==> src/rtl/conv_layer_sequencer_if.sv <==
// ----------------------------------------------------------------------------
// conv_layer_sequencer_if
//   Pixel path and layer status bundle around conv_layer_sequencer.
//
//   Upstream side : in_valid / in_data  -> sequencer, in_ready <- sequencer
//   Layer side    : out_valid / out_data -> layer in_valid / in_data
//                   layer_buffer_done / layer_pooling_done -> sequencer
//
//   slave  : the sequencer's view (consumes upstream pixels, drives the layer)
//   master : the environment's view (upstream source plus layer status)
// ----------------------------------------------------------------------------
interface conv_layer_sequencer_if #(
    parameter int unsigned BitSize = 32
);
    logic               in_valid;
    logic [BitSize-1:0] in_data;
    logic               in_ready;
    logic               out_valid;
    logic [BitSize-1:0] out_data;
    logic               layer_buffer_done;
    logic               layer_pooling_done;

    modport slave (
        input  in_valid,
        input  in_data,
        output in_ready,
        output out_valid,
        output out_data,
        input  layer_buffer_done,
        input  layer_pooling_done
    );

    modport master (
        output in_valid,
        output in_data,
        input  in_ready,
        input  out_valid,
        input  out_data,
        output layer_buffer_done,
        output layer_pooling_done
    );
endinterface

==> src/rtl/conv_layer_sequencer.sv <==
// ----------------------------------------------------------------------------
// conv_layer_sequencer
//   Frame-level controller in front of one conv_pooling_layer. Forwards
//   exactly ImageWidth*ImageWidth upstream pixels per frame, spaced at least
//   CyclesPerPixel cycles apart, then waits (bounded by DrainTimeout) for the
//   layer's pooling_done before pulsing frame_done.
//
//   Ports:
//     clk        : clock, all state on rising edge
//     res_n      : asynchronous active-low reset
//     start      : begin a frame (only looked at in IDLE)
//     bus        : pixel in (valid/ready), pixel out to layer (registered),
//                  layer buffer_done / pooling_done status
//     busy       : high whenever not IDLE
//     frame_done : one-cycle pulse while in DONE
//     error      : sticky; drain timeout or buffer_done seen while feeding,
//                  cleared by the next accepted start
// ----------------------------------------------------------------------------
module conv_layer_sequencer #(
    parameter int unsigned BitSize        = 32,
    parameter int unsigned ImageWidth     = 4,
    parameter int unsigned CyclesPerPixel = 2,
    parameter int unsigned DrainTimeout   = 64
) (
    input  logic                  clk,
    input  logic                  res_n,
    input  logic                  start,
    conv_layer_sequencer_if.slave bus,
    output logic                  busy,
    output logic                  frame_done,
    output logic                  error
);

    localparam int unsigned Pixels = ImageWidth * ImageWidth;
    localparam int unsigned PixW   = $clog2(Pixels + 1);
    localparam int unsigned PaceW  = $clog2(CyclesPerPixel + 1);
    localparam int unsigned TimerW = $clog2(DrainTimeout + 1);

    typedef enum logic [1:0] {
        S_IDLE,
        S_FEED,
        S_DRAIN,
        S_DONE
    } state_t;

    state_t             r_state;
    logic [PixW-1:0]    r_pixel_cnt;
    logic [PaceW-1:0]   r_pace_cnt;
    logic [TimerW-1:0]  r_timer;
    logic               r_out_valid;
    logic [BitSize-1:0] r_out_data;
    logic               r_error;

    state_t             w_state_next;
    logic [PixW-1:0]    w_pixel_next;
    logic [PaceW-1:0]   w_pace_next;
    logic [TimerW-1:0]  w_timer_next;
    logic               w_out_valid_next;
    logic [BitSize-1:0] w_out_data_next;
    logic               w_error_next;
    logic               w_in_ready;
    logic               w_accept;

    always_ff @(posedge clk or negedge res_n) begin
        if (!res_n) begin
            r_state     <= S_IDLE;
            r_pixel_cnt <= '0;
            r_pace_cnt  <= '0;
            r_timer     <= '0;
            r_out_valid <= 1'b0;
            r_out_data  <= '0;
            r_error     <= 1'b0;
        end else begin
            r_state     <= w_state_next;
            r_pixel_cnt <= w_pixel_next;
            r_pace_cnt  <= w_pace_next;
            r_timer     <= w_timer_next;
            r_out_valid <= w_out_valid_next;
            r_out_data  <= w_out_data_next;
            r_error     <= w_error_next;
        end
    end

    always_comb begin
        w_state_next     = r_state;
        w_pixel_next     = r_pixel_cnt;
        w_pace_next      = r_pace_cnt;
        w_timer_next     = r_timer;
        w_out_valid_next = 1'b0;
        w_out_data_next  = r_out_data;
        w_error_next     = r_error;
        w_in_ready       = 1'b0;
        w_accept         = 1'b0;

        case (r_state)
            S_IDLE: begin
                if (start) begin
                    w_state_next = S_FEED;
                    w_pixel_next = '0;
                    w_pace_next  = '0;
                    w_error_next = 1'b0;
                end
            end

            S_FEED: begin
                // Ready depends only on the pacing counter so upstream never
                // sees a combinational path from its own valid.
                w_in_ready = (r_pace_cnt == '0);
                w_accept   = bus.in_valid && w_in_ready;
                if (w_accept) begin
                    w_out_valid_next = 1'b1;
                    w_out_data_next  = bus.in_data;
                    w_pixel_next     = r_pixel_cnt + PixW'(1);
                    w_pace_next      = PaceW'(CyclesPerPixel - 1);
                    if (r_pixel_cnt == PixW'(Pixels - 1)) begin
                        w_state_next = S_DRAIN;
                        w_timer_next = '0;
                    end
                end else if (r_pace_cnt != '0) begin
                    w_pace_next = r_pace_cnt - PaceW'(1);
                end
                // The layer cannot legitimately finish its buffer before the
                // last pixel has been delivered.
                if (bus.layer_buffer_done) begin
                    w_error_next = 1'b1;
                end
            end

            S_DRAIN: begin
                // pooling_done takes priority over a coincident timeout.
                if (bus.layer_pooling_done) begin
                    w_state_next = S_DONE;
                end else begin
                    w_timer_next = r_timer + TimerW'(1);
                    if (r_timer == TimerW'(DrainTimeout - 1)) begin
                        w_error_next = 1'b1;
                        w_state_next = S_DONE;
                    end
                end
            end

            S_DONE: begin
                w_state_next = S_IDLE;
            end

            default: begin
                w_state_next = S_IDLE;
            end
        endcase
    end

    assign bus.in_ready  = w_in_ready;
    assign bus.out_valid = r_out_valid;
    assign bus.out_data  = r_out_data;
    assign busy          = (r_state != S_IDLE);
    assign frame_done    = (r_state == S_DONE);
    assign error         = r_error;

endmodule
==> src/flat_wrapper.sv <==
// flat-port wrapper written by rule: the top's interface ports become plain ports
module conv_layer_sequencer_flat 
#(
    parameter int unsigned BitSize        = 32,
    parameter int unsigned ImageWidth     = 4,
    parameter int unsigned CyclesPerPixel = 2,
    parameter int unsigned DrainTimeout   = 64
)
  (clk, res_n, start, busy, frame_done, error, bus_in_valid, bus_in_data, bus_in_ready, bus_out_valid, bus_out_data, bus_layer_buffer_done, bus_layer_pooling_done);
  conv_layer_sequencer_if #(.BitSize(BitSize)) bus_i ();
  input  logic clk;
  input  logic res_n;
  input  logic start;
  output logic busy;
  output logic frame_done;
  output logic error;
  input wire logic [$bits(bus_i.in_valid)-1:0] bus_in_valid;
  input wire logic [$bits(bus_i.in_data)-1:0] bus_in_data;
  output wire logic [$bits(bus_i.in_ready)-1:0] bus_in_ready;
  output wire logic [$bits(bus_i.out_valid)-1:0] bus_out_valid;
  output wire logic [$bits(bus_i.out_data)-1:0] bus_out_data;
  input wire logic [$bits(bus_i.layer_buffer_done)-1:0] bus_layer_buffer_done;
  input wire logic [$bits(bus_i.layer_pooling_done)-1:0] bus_layer_pooling_done;
  assign bus_i.in_valid = bus_in_valid;
  assign bus_i.in_data = bus_in_data;
  assign bus_in_ready = bus_i.in_ready;
  assign bus_out_valid = bus_i.out_valid;
  assign bus_out_data = bus_i.out_data;
  assign bus_i.layer_buffer_done = bus_layer_buffer_done;
  assign bus_i.layer_pooling_done = bus_layer_pooling_done;
  conv_layer_sequencer #(.BitSize(BitSize), .ImageWidth(ImageWidth), .CyclesPerPixel(CyclesPerPixel), .DrainTimeout(DrainTimeout)) u_core (.clk(clk), .res_n(res_n), .start(start), .bus(bus_i), .busy(busy), .frame_done(frame_done), .error(error));
endmodule
==> config.mk <==
export PLATFORM = sky130hd
export DESIGN_NAME = conv_layer_sequencer_flat
export DESIGN_NICKNAME = d
export VERILOG_FILES = /design/src/rtl/conv_layer_sequencer_if.sv /design/src/rtl/conv_layer_sequencer.sv /design/src/flat_wrapper.sv
export SDC_FILE = /design/constraint.sdc
export NUM_CORES = 1
export LEC_CHECK = 0
export CORE_MARGIN = 8
export CORE_UTILIZATION = 42
export DETAILED_ROUTE_END_ITERATION = 12
export GPL_TIMING_DRIVEN = 0
export PLACE_DENSITY = 0.74
export SYNTH_ARGS = -nofsm -noshare
export SYNTH_HDL_FRONTEND = slang
export SYNTH_SLANG_ARGS = --single-unit
export TNS_END_PERCENT = 10
==> constraint.sdc <==
create_clock -name clk -period 2.3 [get_ports clk]
set_clock_uncertainty 0.1 [all_clocks]
set_input_delay 0.23 -clock clk [delete_from_list [all_inputs] [get_ports clk]]
set_output_delay 0.23 -clock clk [all_outputs]
set_load 0.01 [all_outputs]
# Word-level counts from Yosys, hierarchy flattened
# Cells that the tools add are included.
# W data, S select, Z words.
# totals
in_bits,38
ff_bits,50
wordCells,62
output_inout_bits,37
# op_classes
n_eq_ne,13
reduce_logical,14
muxes,25
addsub,3
# op_table
operator,n
$mux W7,3
$mux W2,8
$pmux W7 S2,1
$mux W5,2
$pmux W5 S2,1
$pmux W2 S4,1
$reduce_and A4 Y1,2
$reduce_bool A2 Y1,4
$add A7 B1 Y7 const B,1
$eq A7 B6 Y1 const B,1
$mux W1,7
$ne A2 B1 Y1 const B,3
$ne A2 B2 Y1 const B,3
$reduce_and A3 Y1,2
$add A5 B1 Y5 const B,1
$eq A5 B4 Y1 const B,1
$reduce_and A5 Y1,1
$eq A2 B2 Y1 const B,2
$logic_not A2 Y1,2
$pmux W2 S2,1
$ne A3 B1 Y1 const B,1
$ne A3 B2 Y1 const B,1
$pmux W1 S3,1
$reduce_bool A3 Y1,1
other kinds (4),4

# Longest topological paths before layout
# Gate-level depths: netlist (run 1).
# depth
word_depth,4
mapped_depth,8
ltp_nobuf,7

# Worst setup path after synthesis (run 1)
# No wires, ideal clock.
# synth_path
kind,register to register
from,register u_core.r_pixel_cnt[1]
to,register u_core.r_state[1]
required_time_ps,2075
path_buffers,0
path_stages_with_launch,8
arrival_ps,1747
setup_time_ps,125
slack_ps,328
period_less_slack_ps,1972
cell_sequence,dfrtp_1 -> ha_1 -> and3_1 -> ha_1 -> and4bb_1 -> nand2b_1 -> o311a_1 -> mux2_4
# synth_between
elab_chain_cells,3
# synth_lines
element,line_no,rtl
start: declaration,conv_layer_sequencer.sv:47,logic [PixW-1:0] r_pixel_cnt;
start signal: assignment,conv_layer_sequencer.sv:75,r_pixel_cnt <= w_pixel_next;
$eq A5 B4 Y1,conv_layer_sequencer.sv:115,if (r_pixel_cnt == PixW'(Pixels - 1)) begin
$ne A2 B1 Y1 (no line),--,
$reduce_and A4 Y1 (no line),--,
end signal: assignment,conv_layer_sequencer.sv:74,r_state <= w_state_next;
end: declaration,conv_layer_sequencer.sv:46,state_t r_state;
# No other way between the ends.
# A chain may end at the register's enable or synchronous reset.

# Worst setup path after layout (run 1)
# layout_path
from,register u_core.r_state[1]
to,output bus_in_ready
# layout_between
elab_chain_cells,2
# layout_lines
element,line_no,rtl
$eq A2 B1 Y1,conv_layer_sequencer.sv:95,case (r_state)
$mux W1,conv_layer_sequencer.sv:95,
end: declaration,flat_wrapper.sv:19,output wire logic [$bits(bus_i.in_ready)-1:0] bus_in_ready;
# No other way between the ends.

==> flow_metrics.env, run 1 <==
export IMPL_timing_final_ws_setup_ps=133
export IMPL_vdd_ir_drop_max_mv=0.826
export IMPL_numPortBuffers=73
export IMPL_htreeDepth=2
export IMPL_synth_area_top_cells="dfrtp_1 54%, nand2_1 16%, ha_1 4.3%, o21ai_0 2.4%, a21oi_1 1.5%"
export IMPL_status="completed"
export IMPL_final_core_util_pct=60.5
export IMPL_drtAntennaViolNets=0
export IMPL_clk_insertion_delay_late_ps=300
export IMPL_finalHoldViolCount=0
export IMPL_synth_edf_count=0
export IMPL_clock_sinks=50
export IMPL_p_per_area_nw_per_um2=1210
export IMPL_grt_pass1_vias=1951
export IMPL_required_ps=1970
export IMPL_cap_violations=0
export IMPL_routabilityCongestion=0.771
export IMPL_synth_cells=251
export IMPL_ys_seq_area_share_pct=53.9
export IMPL_slew_headroom_pct=70.3
export IMPL_ys_async_sr_fraction_pct=100
export IMPL_dr_first_iter_drc_count=92
export IMPL_initial_utilization_pct=42.9
export IMPL_yosysWarningCount=0
export IMPL_nNetsFinal=378
export IMPL_final_common_cell="nand2_1"
export IMPL_die_h_um=90.3
export IMPL_root_buffer="clkbuf_8"
export IMPL_dieArea_um2=8160
export IMPL_critPathKind="reg -> out"
export IMPL_grt_max_degree=34
export IMPL_post_dp_hpwl_mm=4.14
export IMPL_rsz0062_at_grt="no"
export IMPL_placed_cell_area_um2=3160
export IMPL_max_freq_mhz=461
export IMPL_p_total_w=0.00394
export IMPL_area_growth_pct=40.9
export IMPL_critPathLaunchType="flip-flop"
export IMPL_clockBufferDepth=2
export IMPL_fin_crit_ps=2170
export IMPL_grt_pass1_wl_mm=9.48
export IMPL_diodes=0
export IMPL_critPathMaxFanout=6
export IMPL_place_inst=397
export IMPL_slowest_delay_ps=540
export IMPL_yosysTopAreaCellShare_pct=53.9
export IMPL_dieWidth_um=90.3
export IMPL_drive_above_1_share_pct=7.81
export IMPL_ios=75
export IMPL_vias=1983
export IMPL_final_cell_mix="100 x nand2_1, 72 x clkdlybuf4s50_1, 50 x dfrtp_1"
export IMPL_cp_end_kind="primary output"
export IMPL_crit_chain="inv_1, ha_1, nand2b_1, nor2_1, clkdlybuf4s50_1"
export IMPL_yosysTopAreaCell="dfrtp_1"
export IMPL_cts_tree="built"
export IMPL_clkTransAtPathRegs_ps=90
export IMPL_numCtsBuffers=5
export IMPL_synth_area_um2=2320
export IMPL_final_period_utilization_pct=94.2
export IMPL_hold_path_class="in -> reg"
export IMPL_final_max_slew_viol_count=0
export IMPL_avgRoutedWirePerCell_um=13.7
export IMPL_rows=27
export IMPL_ys_flop_type="dfrtp_1"
export IMPL_wl_mm=5.54
export IMPL_firstDrtPassIters=4
export IMPL_setup_violations=0
export IMPL_stdcell_count=405
export IMPL_syn_num_nets=297
export IMPL_antenna_found_initial=0
export IMPL_design_area_um2=3270
export IMPL_viasPerCell=4.90
export IMPL_syn_area_per_cell_um2=9.25
export IMPL_leakagePower_nw=1.59
export IMPL_ys_ff_latch=50
export IMPL_dp_slack_ps=203
export IMPL_worst_slew_pin_slew_ps=446
export IMPL_grt_remaining_overflow=0
export IMPL_cts_setup_buffers=0
export IMPL_drc=0
export IMPL_arrival_ps=1840
export IMPL_core_area_um2=5410
export IMPL_yosysUniqueCellTypes=42
export IMPL_worst_path_max_delay_cell="clkdlybuf4s50_1"
export IMPL_grt_usage_pct=13.8
final cells by class:
type | instances | area, um2
plain buffers | 9 | 42.5
clock buffers | 7 | 96.3
clock inverters | 1 | 8.76
fillers | 459 | 2130
inverters | 9 | 33.8
multi-input cells | 182 | 992
flip-flops and latches | 50 | 1250
well taps | 72 | 90.1
repair buffers | 75 | 756
path summary, 6_finish.rpt:
path | start | end | slack, ps | depth (start not counted)
max | u_core.r_state[1] | bus_in_ready | 130 | 5
min | start | u_core.r_pixel_cnt[2] | 260 | 3
max reg2reg | u_core.r_pixel_cnt[1] | u_core.r_state[1] | 150 | 7
min reg2reg | u_core.bus.out_data[31] | u_core.bus.out_data[31] | 380 | 2
max in group asynchronous | res_n | u_core.r_pixel_cnt[1] | 1260 | 3
min in group asynchronous | res_n | u_core.bus.out_data[11] | 320 | 2
cell usage after synthesis (2+ instances only):
cell        n
clkbuf_1    2
o31ai_1     4
inv_1       8
dfrtp_1    50
a22oi_1     2
o22ai_1     3
ha_1        8
o211ai_2    2
nand4b_1    2
a22o_1      2
nand2_1   100
a31oi_1     3
o21ai_0    11
nand2b_1    4
and3_1      2
nor2_1      9
a21oi_1     7
and2_1      2
buf_2       7
power by group:
group	total (W)	internal (W)	switching, W	leakage [nW]
clock network	0.000558	0.000276	0.000282	0.0544
logic	0.00196	0.000998	0.000965	0.902
registers	0.00142	0.00122	0.000199	0.635
total	0.00394	0.00250	0.00145	1.59
state kept, by name, indices dropped and copies added, names as in the netlist:
signal / flops
u_core.bus.out_data: 32
u_core.r_timer: 7
u_core.r_pixel_cnt: 5
u_core.r_pace_cnt: 2
u_core.r_state: 2
u_core.bus.out_valid: 1
u_core.error: 1
metal layers:
layer | GRT usage [%] | vias up | part of all wire, %
li1 | - | 1004 | -
met1 | 17.4 | 917 | 48
met2 | 22.3 | 60 | 45
met3 | 4.90 | 2 | 6.3
met4 | 2.50 | 0 | 0.23
met5 | 0 | - | 0
per-stage QoR:
step,hold slack [ps],TNS [ps]
2_1_floorplan,-166,0
3_3_place_gp,355,-28900
3_5_place_dp,101,0
4_1_cts,237,0
5_1_grt,264,0
6_report,257,0
cells by family (layout without fill, tap and decap cells):
| logic type | count (synthesis) | count (layout) | share of synthesized area, % |
|---|---|---|---|
| AOI/OAI and AO/OA | 41 | 41 | 11.9 |
| adders and majority gates | 8 | 8 | 4.31 |
| buffers and inverters | 19 | 101 | 3.45 |
| DFF | 50 | 50 | 53.9 |
| muxes | 4 | 4 | 2.05 |
| and+or+nand+nor | 129 | 129 | 24.4 |
critical path, delay by kind of cell (launching register included):
family | cells | cell delay [ps]
DFF | 1 | 420
adders and majority gates | 1 | 270
buffers and inverters | 2 | 650
and+or+nand+nor | 2 | 190
repair_timing:
item / CTS / global route
hold endpoints to repair: 17 / 0
resized for setup: 0 / 1
pin swaps: 0 / 0
endpoints found under the setup margin: 1 / 1
hold buffers: 1 / 0
No activity file was read; power rests on OpenSTA's default activity.
==> inputs of run 2 (changes only) <==
--- a/config.mk
+++ b/config.mk
@@ -5,11 +5,12 @@
 export SDC_FILE = /design/constraint.sdc
 export NUM_CORES = 1
 export LEC_CHECK = 0
+export CORE_ASPECT_RATIO = 0.75
 export CORE_MARGIN = 8
-export CORE_UTILIZATION = 42
+export CORE_UTILIZATION = 46
 export DETAILED_ROUTE_END_ITERATION = 12
 export GPL_TIMING_DRIVEN = 0
-export PLACE_DENSITY = 0.74
+export PLACE_DENSITY = 0.8
 export SYNTH_ARGS = -nofsm -noshare
 export SYNTH_HDL_FRONTEND = slang
 export SYNTH_SLANG_ARGS = --single-unit
==> run 2 against run 1 <==
Against the previous run: non-clock buffer count stayed put; critical path depth stayed put; via count is 0.55% lower; critical endpoint unchanged; cell count decreased by 3.0%; cell area is 0.69% lower; setup slack better by 9.7 ps; routed wire length increased by 4.0%.
==> flow_metrics.env, run 2 (same netlist as run 1, synthesis figures left out) <==
export IMPL_design_area_um2=3250
export IMPL_drive_above_1_share_pct=8.11
export IMPL_antenna_found_initial=0
export IMPL_clockBufferDepth=2
export IMPL_clkTransAtPathRegs_ps=90
export IMPL_dp_slack_ps=220
export IMPL_routabilityCongestion=0.811
export IMPL_cts_tree="built"
export IMPL_placed_cell_area_um2=3140
export IMPL_finalHoldViolCount=0
export IMPL_critPathTopFamily="buffers and inverters"
export IMPL_arrival_ps=1830
export IMPL_drtAntennaViolNets=0
export IMPL_area_growth_pct=39.9
export IMPL_p_per_area_nw_per_um2=1220
export IMPL_numCtsBuffers=5
export IMPL_nNetsFinal=378
export IMPL_vdd_ir_drop_max_mv=0.734
export IMPL_grt_remaining_overflow=0
export IMPL_initial_utilization_pct=47.6
export IMPL_rows=22
export IMPL_setup_tns_ps=0
export IMPL_diodes=0
export IMPL_leakagePower_nw=1.58
export IMPL_worst_path_buf_inv=2
export IMPL_final_max_slew_viol_count=0
export IMPL_grt_pass1_vias=1975
export IMPL_viasPerCell=5.02
export IMPL_status="completed"
export IMPL_drc=0
export IMPL_htreeDepth=2
export IMPL_clk_insertion_delay_late_ps=300
export IMPL_cts_setup_buffers=0
export IMPL_grt_usage_pct=15.8
export IMPL_hold_worst_slack_ps=269
export IMPL_worst_slew_pin_slew_ps=510
export IMPL_rsz0062_at_grt="no"
export IMPL_avgRoutedWirePerCell_um=14.7
export IMPL_final_common_cell="nand2_1"
export IMPL_grt_pass1_wl_mm=9.92
export IMPL_fin_crit_ps=2160
export IMPL_dieWidth_um=98.0
export IMPL_dieArea_um2=7600
export IMPL_grt_max_degree=30
export IMPL_max_freq_mhz=464
export IMPL_cap_violations=0
export IMPL_critPathMaxFanout=6
export IMPL_firstDrtPassIters=4
export IMPL_slew_headroom_pct=66.0
export IMPL_wl_mm=5.76
export IMPL_critPathLaunchType="flip-flop"
export IMPL_worst_path_max_delay_cell="clkdlybuf4s50_1"
export IMPL_root_buffer="clkbuf_8"
export IMPL_core_area_um2=4870
export IMPL_vias=1972
export IMPL_timing_final_ws_setup_ps=143
export IMPL_largest_reg_flops=32
export IMPL_dr_first_iter_drc_count=88
export IMPL_required_ps=1970
export IMPL_crit_chain="inv_1, ha_2, nand2b_1, nor2_1, clkdlybuf4s50_1"
export IMPL_clock_sinks=50
export IMPL_ios=75
export IMPL_slowest_delay_ps=540
export IMPL_die_h_um=77.5
export IMPL_setup_violations=0
export IMPL_cp_end_kind="primary output"
export IMPL_critPathKind="reg -> out"
export IMPL_post_dp_hpwl_mm=4.33
export IMPL_p_total_w=0.00395
export IMPL_final_period_utilization_pct=93.8
export IMPL_final_cell_mix="100 x nand2_1, 72 x clkdlybuf4s50_1, 50 x dfrtp_1"
export IMPL_numPortBuffers=73
export IMPL_hold_path_class="in -> reg"
[run 2: changes by cell type in the layout (fill, tap and decap cells not counted)]
cell / change
clkbuf_8: -1
clkinvlp_4: +1
clkinv_2: +1
ha_1: -1
clkinv_4: -1
ha_2: +1
[run 2: path summary, 6_finish.rpt]
kind,startpoint,endpoint,slack [ps],cells past startpoint
min in group asynchronous,res_n,u_core.r_timer[6],330,2
min reg2reg,u_core.bus.out_data[0],u_core.bus.out_data[0],380,2
max,u_core.r_state[1],bus_in_ready,140,5
min,start,u_core.r_pixel_cnt[3],270,3
max in group asynchronous,res_n,u_core.bus.out_data[17],1250,3
max reg2reg,u_core.r_pixel_cnt[1],u_core.r_state[1],190,7
[run 2: power by group]
part / internal, W / switching (W)
Sequential: 0.00122 / 0.000207
Clock: 0.000242 / 0.000286
Combinational: 0.00100 / 0.000991
[run 2: layout make-up]
class / count / area (um2)
tap: 60 / 75.1
multi-input combinational: 182 / 995
sequential: 50 / 1250
inverter: 9 / 33.8
buffer: 9 / 42.5
clock buffer: 6 / 82.6
timing repair buffer: 75 / 756
fill: 396 / 1620
clock inverter: 2 / 12.5
[run 2: worst min-delay path, delay by kind of cell]
kind,cells,cell delay [ps]
buf+inv,1,160
compound gates,2,240
[run 2: timing repair]
action	CTS	global route
resized for setup	0	2
hold buffers	1	0
endpoints found under the hold margin	21	0
pin swaps	0	0
setup endpoints to repair	1	2
cloned	0	0
[run 2: stage by stage]
step	cells	util (%)
6_report	393	66.7
5_1_grt	393	66.7
4_1_cts	393	66.6
3_5_place_dp	385	64.5
3_3_place_gp	384	64.2
2_1_floorplan	251	-
[run 2: layer usage]
metal	up-vias	track usage [%]	part of all wire, %
li1	1000	-	-
met1	914	21.3	47
met2	54	23.5	45
met3	4	5.79	6.6
met4	0	3.72	0.71
met5	-	0	0
